File: src/rtl/dram_arbiter_if.sv
// Bus bundle between two requesting ports, the arbiter and the dRam.
// The arbiter connects through the slave modport; requesters and the
// memory model connect through the master modport.
interface dram_arbiter_if #(
    parameter int ADDR_W = 19,
    parameter int DATA_W = 8
);
    logic              a_req;
    logic              a_we;
    logic [ADDR_W-1:0] a_addr;
    logic [DATA_W-1:0] a_wdata;
    logic              a_ack;
    logic [DATA_W-1:0] a_rdata;

    logic              b_req;
    logic              b_we;
    logic [ADDR_W-1:0] b_addr;
    logic [DATA_W-1:0] b_wdata;
    logic              b_ack;
    logic [DATA_W-1:0] b_rdata;

    logic [ADDR_W-1:0] mem_addr;
    logic [DATA_W-1:0] mem_din;
    logic [1:0]        mem_write;
    logic [DATA_W-1:0] mem_dout;

    modport slave (
        input  a_req, a_we, a_addr, a_wdata,
        output a_ack, a_rdata,
        input  b_req, b_we, b_addr, b_wdata,
        output b_ack, b_rdata,
        output mem_addr, mem_din, mem_write,
        input  mem_dout
    );

    modport master (
        output a_req, a_we, a_addr, a_wdata,
        input  a_ack, a_rdata,
        output b_req, b_we, b_addr, b_wdata,
        input  b_ack, b_rdata,
        input  mem_addr, mem_din, mem_write,
        output mem_dout
    );
endinterface

File: src/rtl/dram_arbiter.sv
// Two-port round-robin arbiter in front of a single-ported dRam.
//
//   state   | meaning
//   --------+-----------------------------------------------------------
//   IDLE    | waiting for a request; grants and latches the winner
//   RD_ADDR | read address on mem_addr
//   RD_WAIT | dRam data valid on mem_dout, captured into owner's rdata
//   WR      | mem_write = 2'b10 for WR_CYCLES cycles (down-counter)
//   ACK     | one-cycle ack to the owner, then back to IDLE
//
// All outputs are registered from the next state so they line up with the
// state they belong to: ack is high exactly while the FSM is in ACK.
module dram_arbiter #(
    parameter int ADDR_W    = 19,
    parameter int DATA_W    = 8,
    parameter int WR_CYCLES = 2
) (
    input  logic         clk,
    input  logic         reset,
    dram_arbiter_if.slave bus
);

    localparam int CNT_W = (WR_CYCLES > 1) ? $clog2(WR_CYCLES) : 1;
    localparam logic [CNT_W-1:0] CNT_LOAD = CNT_W'(WR_CYCLES - 1);

    localparam logic PORT_A = 1'b0;
    localparam logic PORT_B = 1'b1;

    typedef enum logic [2:0] {
        IDLE    = 3'd0,
        RD_ADDR = 3'd1,
        RD_WAIT = 3'd2,
        WR      = 3'd3,
        ACK     = 3'd4
    } state_t;

    state_t            state;
    state_t            state_nxt;
    logic              owner;
    logic              last_grant;
    logic [CNT_W-1:0]  wr_cnt;

    logic              grant;
    logic              grant_port;
    logic              sel_we;
    logic [ADDR_W-1:0] sel_addr;
    logic [DATA_W-1:0] sel_wdata;

    // Next-state logic and grant arbitration (round-robin on a tie).
    always_comb begin
        state_nxt  = state;
        grant      = 1'b0;
        grant_port = last_grant;
        sel_we     = 1'b0;
        sel_addr   = bus.a_addr;
        sel_wdata  = bus.a_wdata;

        case (state)
            IDLE: begin
                if (bus.a_req || bus.b_req) begin
                    grant = 1'b1;
                    if (bus.a_req && bus.b_req) begin
                        grant_port = ~last_grant;
                    end else begin
                        grant_port = bus.b_req ? PORT_B : PORT_A;
                    end
                    if (grant_port == PORT_B) begin
                        sel_we    = bus.b_we;
                        sel_addr  = bus.b_addr;
                        sel_wdata = bus.b_wdata;
                    end else begin
                        sel_we    = bus.a_we;
                        sel_addr  = bus.a_addr;
                        sel_wdata = bus.a_wdata;
                    end
                    state_nxt = sel_we ? WR : RD_ADDR;
                end
            end
            RD_ADDR: state_nxt = RD_WAIT;
            RD_WAIT: state_nxt = ACK;
            WR: begin
                if (wr_cnt == '0) begin
                    state_nxt = ACK;
                end
            end
            ACK:     state_nxt = IDLE;
            default: state_nxt = IDLE;
        endcase
    end

    // State, arbitration history and write-length counter.
    always_ff @(posedge clk) begin
        if (reset) begin
            state      <= IDLE;
            owner      <= PORT_A;
            last_grant <= PORT_B;
            wr_cnt     <= '0;
        end else begin
            state <= state_nxt;
            if (grant) begin
                owner      <= grant_port;
                last_grant <= grant_port;
            end
            if (grant && sel_we) begin
                wr_cnt <= CNT_LOAD;
            end else if (state == WR && wr_cnt != '0) begin
                wr_cnt <= wr_cnt - 1'b1;
            end
        end
    end

    // Registered dRam and port outputs; mem_addr/mem_din double as the
    // transaction latch, so later port changes cannot disturb it.
    always_ff @(posedge clk) begin
        if (reset) begin
            bus.mem_addr  <= '0;
            bus.mem_din   <= '0;
            bus.mem_write <= 2'b00;
            bus.a_ack     <= 1'b0;
            bus.b_ack     <= 1'b0;
            bus.a_rdata   <= '0;
            bus.b_rdata   <= '0;
        end else begin
            if (grant) begin
                bus.mem_addr <= sel_addr;
                if (sel_we) begin
                    bus.mem_din <= sel_wdata;
                end
            end
            bus.mem_write <= (state_nxt == WR) ? 2'b10 : 2'b00;
            bus.a_ack     <= (state_nxt == ACK) && (owner == PORT_A);
            bus.b_ack     <= (state_nxt == ACK) && (owner == PORT_B);
            if (state == RD_WAIT) begin
                if (owner == PORT_B) begin
                    bus.b_rdata <= bus.mem_dout;
                end else begin
                    bus.a_rdata <= bus.mem_dout;
                end
            end
        end
    end

endmodule

File: src/flat_wrapper.sv
// flat-port wrapper written by rule: the top's interface ports become plain ports
module dram_arbiter_flat 
#(
    parameter int ADDR_W    = 19,
    parameter int DATA_W    = 8,
    parameter int WR_CYCLES = 2
)
  (clk, reset, bus_a_req, bus_a_we, bus_a_addr, bus_a_wdata, bus_a_ack, bus_a_rdata, bus_b_req, bus_b_we, bus_b_addr, bus_b_wdata, bus_b_ack, bus_b_rdata, bus_mem_addr, bus_mem_din, bus_mem_write, bus_mem_dout);
  dram_arbiter_if #(.ADDR_W(ADDR_W), .DATA_W(DATA_W)) bus_i ();
  input  logic clk;
  input  logic reset;
  input wire logic [$bits(bus_i.a_req)-1:0] bus_a_req;
  input wire logic [$bits(bus_i.a_we)-1:0] bus_a_we;
  input wire logic [$bits(bus_i.a_addr)-1:0] bus_a_addr;
  input wire logic [$bits(bus_i.a_wdata)-1:0] bus_a_wdata;
  output wire logic [$bits(bus_i.a_ack)-1:0] bus_a_ack;
  output wire logic [$bits(bus_i.a_rdata)-1:0] bus_a_rdata;
  input wire logic [$bits(bus_i.b_req)-1:0] bus_b_req;
  input wire logic [$bits(bus_i.b_we)-1:0] bus_b_we;
  input wire logic [$bits(bus_i.b_addr)-1:0] bus_b_addr;
  input wire logic [$bits(bus_i.b_wdata)-1:0] bus_b_wdata;
  output wire logic [$bits(bus_i.b_ack)-1:0] bus_b_ack;
  output wire logic [$bits(bus_i.b_rdata)-1:0] bus_b_rdata;
  output wire logic [$bits(bus_i.mem_addr)-1:0] bus_mem_addr;
  output wire logic [$bits(bus_i.mem_din)-1:0] bus_mem_din;
  output wire logic [$bits(bus_i.mem_write)-1:0] bus_mem_write;
  input wire logic [$bits(bus_i.mem_dout)-1:0] bus_mem_dout;
  assign bus_i.a_req = bus_a_req;
  assign bus_i.a_we = bus_a_we;
  assign bus_i.a_addr = bus_a_addr;
  assign bus_i.a_wdata = bus_a_wdata;
  assign bus_a_ack = bus_i.a_ack;
  assign bus_a_rdata = bus_i.a_rdata;
  assign bus_i.b_req = bus_b_req;
  assign bus_i.b_we = bus_b_we;
  assign bus_i.b_addr = bus_b_addr;
  assign bus_i.b_wdata = bus_b_wdata;
  assign bus_b_ack = bus_i.b_ack;
  assign bus_b_rdata = bus_i.b_rdata;
  assign bus_mem_addr = bus_i.mem_addr;
  assign bus_mem_din = bus_i.mem_din;
  assign bus_mem_write = bus_i.mem_write;
  assign bus_i.mem_dout = bus_mem_dout;
  dram_arbiter #(.ADDR_W(ADDR_W), .DATA_W(DATA_W), .WR_CYCLES(WR_CYCLES)) u_core (.clk(clk), .reset(reset), .bus(bus_i));
endmodule
File: config.mk
export PLATFORM = sky130hd
export DESIGN_NAME = dram_arbiter_flat
export DESIGN_NICKNAME = d
export VERILOG_FILES = /design/src/rtl/dram_arbiter_if.sv /design/src/rtl/dram_arbiter.sv /design/src/flat_wrapper.sv
export SDC_FILE = /design/constraint.sdc
export NUM_CORES = 1
export LEC_CHECK = 0
export CORE_MARGIN = 3
export CORE_UTILIZATION = 37
export DETAILED_ROUTE_END_ITERATION = 8
export HOLD_SLACK_MARGIN = 0.02
export PLACE_DENSITY = 0.73
export SYNTH_ARGS = -nofsm -noshare
export SYNTH_HDL_FRONTEND = slang
export SYNTH_SLANG_ARGS = --single-unit
export TNS_END_PERCENT = 20
File: constraint.sdc
create_clock -name clk -period 2.01 [get_ports clk]
set_input_delay 0.201 -clock clk [delete_from_list [all_inputs] [get_ports clk]]
set_output_delay 0.201 -clock clk [all_outputs]
set_load 0.03 [all_outputs]
== Word level (Yosys, flattened, before mapping) ==
Index checks and enable logic that the tools add are counted.
Operators by class
  $add $sub $neg: 1
  equal/unequal tests: 5
  mux-type cells: 26
  bitwise operators: 2
  reductions and logical operators: 11
Operator list (number)
  2-to-1 mux 19 bit: 3
  2-to-1 mux 8 bit: 3
  2-to-1 mux 1 bit: 15
  one-hot mux 3 bit (4 select lines): 1
  == test 3 x 2 -> 1 bit, second input constant: 3
  2-to-1 mux 3 bit: 2
  AND reduction 2 bit: 3
  logical AND 1 bit: 5
  2-to-1 mux 2 bit: 2
  == test 3 x 1 -> 1 bit, second input constant: 1
  == test 3 bit, second input constant: 1
  zero test 3 bit: 1
  NOT 1 bit: 2
  nonzero test 2 bit: 1
  logical OR 1 bit: 1
  subtractor 1 bit, second input constant: 1
Word-level totals
  register bits after elaboration: 53
  input bits: 68
  output and inout bits: 47
  word-level logic and storage cells: 56

== Depth between registers and ports, before layout ==
Gate-level depths: netlist (run 1).
  word-level depth: 12
  gate-level depth with buffers: 6
  depth with buffers taken out: 4

== Worst setup path after synthesis (run 1) ==
Ideal clock, no wire load.
  path type: register -> register
  start: register u_core.state[1]
  end: register u_core.bus.b_rdata[0]
  data arrival time: 1.253 ns
  required time: 1.876 ns
  slack: 0.624 ns
  cell stages (with the launch flop): 6
  buffers on the path: 1
  clock period less this slack: 1.386 ns
  path through: dfxtp_1 -> nand2b_4 -> or3b_2 -> buf_2 -> nand2_1 -> a21oi_1
Between the ends
  word-level cells in the longest chain between the ends: 2
RTL lines
  start, declared: line dram_arbiter.sv:37  | state_t state;
  start signal, assigned: line dram_arbiter.sv:99  | state <= state_nxt;
  == test 3 x 2 -> 1 bit: line dram_arbiter.sv:133  | if (state == RD_WAIT) begin
  AND reduction 2 bit (no line)
  end signal, assigned: line dram_arbiter.sv:135  | bus.b_rdata <= bus.mem_dout;
  end, declared: line dram_arbiter_if.sv:31  | output b_ack, b_rdata,
No other way between the ends.
A chain may end at the register's enable or synchronous reset.

== Worst setup path in the final report (run 1) ==
  start: register u_core.state[2]
  end: register u_core.bus.mem_addr[0]
Between the ends
  word-level cells in the longest chain between the ends: 2
  elaborated cells on any way between the ends: 3
  classes of those cells: 2 x mux; 1 x reduce/logical
RTL lines
  zero test 3 bit (*): line dram_arbiter.sv:58  | case (state)
  2-to-1 mux 19 bit / 2-to-1 mux 1 bit (equally long branches): line dram_arbiter.sv:58
  end signal, assigned: line dram_arbiter.sv:125  | bus.mem_addr <= sel_addr;
  end, declared: line dram_arbiter_if.sv:32  | output mem_addr, mem_din, mem_write,
Mark *: on every way between the ends. The rest lies on a longest branch, timed or not.

==> results of run 1 <==
metrics by stage:
stage	worst slack, ns	utilization, %	hold WS (ns)
floorplan	0.6237	-	0.2770
global placement	0.1878	60.36	0.4381
detailed placement	0.1227	60.36	0.4463
CTS	0.3671	62.02	0.3341
global route	0.2281	62.02	0.3524
finish	0.3794	62.02	0.3365
worst reg2reg max path: cells and delay by family (launching register included):
kind | cells | cell delay [ns]
compound gates | 3 | 0.62
simple gates | 1 | 0.28
buf+inv | 1 | 0.26
flops | 1 | 0.41
cells by family (layout without fill, tap and decap cells):
group | Yosys count | in the layout | share of synthesized area [%]
mux | 9 | 9 | 4.194
other cells | 1 | 1 | 0.1654
buf+inv | 23 | 134 | 6.180
simple gates | 66 | 66 | 13.85
compound gates | 83 | 83 | 29.69
flops | 52 | 52 | 45.92
layout make-up:
class,instances,area (µm²)
multi-input combinational,159,1086
clock inverter,3,26.28
tap,72,90.09
inverter,2,7.507
sequential,52,1041
timing repair buffer,124,1221
clock buffer,5,68.82
fill,483,2168
path summary, 6_finish.rpt:
kind | end | startpoint | slack, ns
worst max-delay path | u_core.bus.mem_addr[0]$_SDFFE_PP0P_ | u_core.state[2]$_SDFF_PP0_ | 0.38
worst min-delay path | u_core.owner$_SDFFE_PP0P_ | reset | 0.34
worst max register to register | u_core.bus.mem_addr[0]$_SDFFE_PP0P_ | u_core.state[2]$_SDFF_PP0_ | 0.38
worst min register to register | u_core.bus.mem_addr[0]$_SDFFE_PP0P_ | u_core.bus.mem_addr[0]$_SDFFE_PP0P_ | 0.46
placed cells by master, fill, tap and decap left out, types with 2 or more instances in the layout:
cell type        netlist  layout
buf_4                  2      10
inv_1                  2       2
a211oi_2               8       8
a21oi_2               10      10
nand2_1               52      52
o221ai_1               9       9
mux2i_1                8       8
o21ai_0                3       2
clkdlybuf4s50_1        0     112
nor3_1                 3       3
o221ai_2              10      10
dfxtp_1               52      52
clkbuf_8               0       5
clkinvlp_4             0       2
a21oi_1               37      37
registers in the layout (all words and copies together) (netlist names), 3 cells and up:
register             cells
u_core.bus.mem_addr     19
u_core.bus.b_rdata       8
u_core.bus.mem_din       8
u_core.bus.a_rdata       8
u_core.state             3
layer usage:
layer | GRT usage [%] | routed length, µm | vias up
li1 | - | - | 1061
met3 | 4.907 | 407 | 6
met5 | 0 | 0 | -
met1 | 22.99 | 2754 | 953
met2 | 28.26 | 2938 | 76
met4 | 3.801 | 61 | 0
power breakdown:
part	total [mW]	leakage [nW]	switching, mW	internal [mW]
sequential	1.23	0.426	0.0748	1.15
combinational	1.14	0.712	0.616	0.521
clock	0.620	0.0423	0.366	0.254
total	2.98	1.18	1.06	1.93
==> metrics, run 1 <==
Power Dens Cells 842.7 nW/µm²; post-route design area 3541 µm²; VDD IR max 0.4408 mV; Buf+Inv Stages, Crit Path 1; Post-synth top cells dfxtp_1, nand2_1, a21oi_1; vias in the first global route 2094; startpoint type of the worst setup path register; placed cell areas 3446 µm²; detailed-route vias per instance 5.026; drt first pass iters 4; arrival time worst endpoint 1.87 ns; largest net degree at the start of global routing 24; Skew-Pair Late Insertion Delay 0.31 ns; Hold Fails Final Rpt 0; hold path depth 2; CTS buffer count 5; top cell type's share of synthesized area 45.92%; DRT antenna net count 0; Clock Sinks 52; async set-reset flop share out of synthesis 0%; Worst-path clk slew 0.11 ns; n_diodes 0; Synth Instances 234; die area 7103 µm²; Mean Syn Cell Area 9.689 µm²; Power, Total 2.984 mW; routed len/inst 14.77 µm; CP top delay family compound AO/OA/AOI/OAI gates; RSZ-0062 raised after global routing no; first-pass GRT wire length 10220 µm; Placeable Area 5709 µm²; HPWL Detailed 4696 µm; Cells after DPL 409; filler-free cell count of the finished design 417; worst-path fanout max 12; die width 84.28 µm; YS warnings 0; Synth Net Count 302; via count 2096; critical path type reg2reg; post-synthesis sequential area ratio 45.92%; final setup skew 0.01109 ns; Critical Path Slowest Stage Cell dfxtp_1; Req. time, crit path 2.25 ns; GRT Overall Usage 17.38%; Layout area overhead 56.18%; # DRC 0; CTS Root Buffer Type clkbuf_8; Primary FF master, synth dfxtp_1; worst reg2reg path depth 5; outcome completed; worst-path cell chain nor3_1 > o21a_2 > buf_4 > o221ai_1 > a21oi_1; global route overflow 0; Final min period 1.631 ns; crit share post-route 81.12%; hold_buf cts 0; Max stage delay on crit path 0.41 ns; Yosys cell types 36; H-tree Lvls 2; Fmax 613.3 MHz; number of synthesized flops with an enable pin 0; largest area contributor in the netlist dfxtp_1; Vert. Die Dim 84.28 µm; Max Root-Sink Buffers 2; GPL Wtd Cong 0.8156; Post-Route WL 6161 µm; post_cts resized 0; Row Count 27; Worst Max-Slew Pin Slew 0.5157 ns; Max Cap Violations 0; IO buf count 113; Final setup viols 0; Setup crit end kind register; relative max-transition margin 65.47%; #FFs+latches synth 52; Post-CTS Setup Bufs 0; sum of negative setup slack 0 ns; final-stage net count 412; area of the mapped netlist 2267 µm²; Hold Path Class in2reg; initial antenna violation count 0; # IOs 115; Synth area leaders dfxtp_1, nand2_1, a21oi_1; Leak 1.180 nW; Final Max Tran Viols 0; CTS tree built; drt first-iter violations 86; Initial Utilization 39.71%; WP depth 5; layout cells sized above 1 17.10%
No activity file was read; power rests on OpenSTA's default activity.
==> run 2: changes to the inputs <==
==> constraint.sdc (replaced) <==
create_clock -name clk -period 1.6 [get_ports clk]
set_input_delay 0.16 -clock clk [delete_from_list [all_inputs] [get_ports clk]]
set_output_delay 0.16 -clock clk [all_outputs]
set_load 0.03 [all_outputs]
==> metrics, run 2 (same netlist as run 1, synthesis figures left out) <==
outcome completed (unchanged); critical path type reg2reg (unchanged); Placeable Area 5709 µm² (unchanged); FF-to-FF End u_core.bus.b_rdata[4]$_SDFFE_PP0P_ (was u_core.bus.mem_addr[0]$_SDFFE_PP0P_); Worst Setup EP u_core.bus.b_rdata[4]$_SDFFE_PP0P_ (was u_core.bus.mem_addr[0]$_SDFFE_PP0P_); layout cells sized above 1 18.75% (was 17.10%); worst r2r src u_core.state[1]$_SDFF_PP0_ (was u_core.state[2]$_SDFF_PP0_); max reg flops 19 (unchanged); initial antenna violation count 0 (unchanged); Clock Sinks 52 (unchanged); Leak 1.219 nW (was 1.180 nW); Final setup viols 0 (unchanged); Reg with most FFs u_core.bus.mem_addr (unchanged); n_diodes 0 (unchanged); sum of negative setup slack 0 ns (unchanged); largest net degree at the start of global routing 22 (was 24); Buf+Inv Stages, Crit Path 1 (unchanged); Req. time, crit path 1.78 ns (was 2.25 ns); detailed-route vias per instance 4.976 (was 5.026); DRT antenna net count 0 (unchanged); Vert. Die Dim 84.28 µm (unchanged); routed len/inst 14.85 µm (was 14.77 µm); Int Pwr 2.492 mW (was 1.927 mW); Max Root-Sink Buffers 2 (unchanged); IO buf count 113 (unchanged); Hold Fails Final Rpt 0 (unchanged); crit share post-route 94.38% (was 81.12%); VDD IR max 0.4897 mV (was 0.4408 mV); final setup skew 0.008576 ns (was 0.01109 ns); vias in the first global route 2140 (was 2094); register area 1042 µm² (was 1041 µm²); hold_buf cts 0 (unchanged); WP depth 5 (unchanged); Hold Path Class in2reg (unchanged); commonest non-fill, non-tap cell in the layout clkdlybuf4s50_1 (unchanged); Filler Cell Count 482 (was 483); Switching Power 1.292 mW (was 1.057 mW); CTS Root Buffer Type clkbuf_8 (unchanged); global route overflow 0 (unchanged); final-stage net count 419 (was 412); Fmax 662.2 MHz (was 613.3 MHz); Power Dens Cells 1052 nW/µm² (was 842.7 nW/µm²); CTS buffer count 5 (unchanged); CP startpoint u_core.state[1]$_SDFF_PP0_ (was u_core.state[2]$_SDFF_PP0_); Initial Utilization 39.71% (unchanged); Final min period 1.510 ns (was 1.631 ns); Worst-path clk slew 0.09 ns (was 0.11 ns); Post-Route WL 6295 µm (was 6161 µm); first-pass GRT wire length 10610 µm (was 10220 µm); CTS tree built (unchanged); startpoint type of the worst setup path register (unchanged); switching part of the total 34.14% (was 35.42%); die area 7103 µm² (unchanged); Clock power frac 20.3% (was 20.8%); # IOs 115 (unchanged); placed cell areas 3491 µm² (was 3446 µm²); via count 2110 (was 2096); HPWL Detailed 4811 µm (was 4696 µm); drt first-iter violations 80 (was 86); Max Cap Violations 0 (unchanged); worst-path fanout max 8 (was 12); H-tree Lvls 2 (unchanged); Final Max Tran Viols 0 (unchanged); # DRC 0 (unchanged); worst-path cell chain buf_4 > nand2b_4 > or3b_2 > nand2_1 > a21oi_1 (was nor3_1 > o21a_2 > buf_4 > o221ai_1 > a21oi_1); Layout area overhead 58.66% (was 56.18%); CP top delay family simple AND/OR/NAND/NOR gates (was compound AO/OA/AOI/OAI gates); Max stage delay on crit path 0.55 ns (was 0.41 ns); Skew-Pair Late Insertion Delay 0.30 ns (was 0.31 ns); drt first pass iters 5 (was 4); R2R setup slack 0.09 ns (was 0.38 ns); worst reg2reg path depth 5 (unchanged); GPL Wtd Cong 0.7835 (was 0.8156); sequential power share 40.9% (was 41.1%); post-route design area 3597 µm² (was 3541 µm²); GRT Overall Usage 18.00% (was 17.38%); Comb pwr share 38.9% (was 38.1%); arrival time worst endpoint 1.69 ns (was 1.87 ns); Row Count 27 (unchanged); Critical Path Slowest Stage Cell or3b_2 (was dfxtp_1); multi-input logic area 1086 µm² (unchanged); Setup crit end kind register (unchanged); die width 84.28 µm (unchanged); commonest non-fill, non-tap cells in the layout clkdlybuf4s50_1, nand2_1, dfxtp_1 (unchanged)
run 2: layout make-up:
type,instances,area share [%]
well taps,72,2.504
flip-flops and latches,52,28.97
clock buffers,7,2.400
multi-input cells,159,30.19
clock inverters,1,0.2087
repair buffers,131,35.51
inverters,2,0.2087
run 2: power groups by stage:
| stage | clock network (mW) | registers [mW] | logic [mW] |
|---|---|---|---|
| finish | 0.767 | 1.55 | 1.47 |
| global placement | 0 | 1.57 | 1.45 |
| detailed placement | 0 | 1.57 | 1.47 |
| floorplan | 0 | 1.82 | 0.635 |
| CTS | 0.786 | 1.55 | 1.47 |
| global route | 0.842 | 1.57 | 1.58 |
run 2: how the worst min path moves through the flow:
stage,from,endpoint,cells after the start,slack [ns]
6_report,reset,u_core.bus.mem_addr[4]$_SDFFE_PP0P_,2,0.24
3_5_place_dp,u_core.bus.mem_addr[0]$_SDFFE_PP0P_,u_core.bus.mem_addr[0]$_SDFFE_PP0P_,2,0.45
3_3_place_gp,u_core.bus.mem_addr[13]$_SDFFE_PP0P_,u_core.bus.mem_addr[13]$_SDFFE_PP0P_,2,0.44
4_1_cts,reset,u_core.bus.mem_addr[4]$_SDFFE_PP0P_,2,0.24
2_1_floorplan,reset,u_core.bus.mem_write[1]$_SDFF_PP0_,1,0.24
5_1_grt,reset,u_core.bus.mem_addr[8]$_SDFFE_PP0P_,2,0.26
run 2: per-stage QoR:
step	hold WS [ns]	worst slack [ns]	utilization (%)	power, mW	std cells
floorplan	0.2360	0.2137	-	2.452	234
global placement	0.4385	-0.1583	61.14	3.026	415
detailed placement	0.4466	-0.2028	61.14	3.041	415
CTS	0.2389	0.06136	62.79	3.803	423
global route	0.2643	-0.006907	63.01	3.996	424
finish	0.2433	0.08984	63.01	3.784	424
run 2: per-layer routing:
metal  vias to the layer above  track usage, %  share of wire (%)
li1                       1071               -                  -
met1                       974           23.61                 45
met2                        63           29.70                 48
met3                         2           4.809                6.1
met4                         0           3.947               0.57
met5                         -               0                  0
run 2: what timing repair did:
| action | in CTS | in global routing |
|---|---|---|
| resized for setup | 0 | 2 |
| setup buffers | 0 | 1 |
| setup endpoints to repair | 0 | 9 |
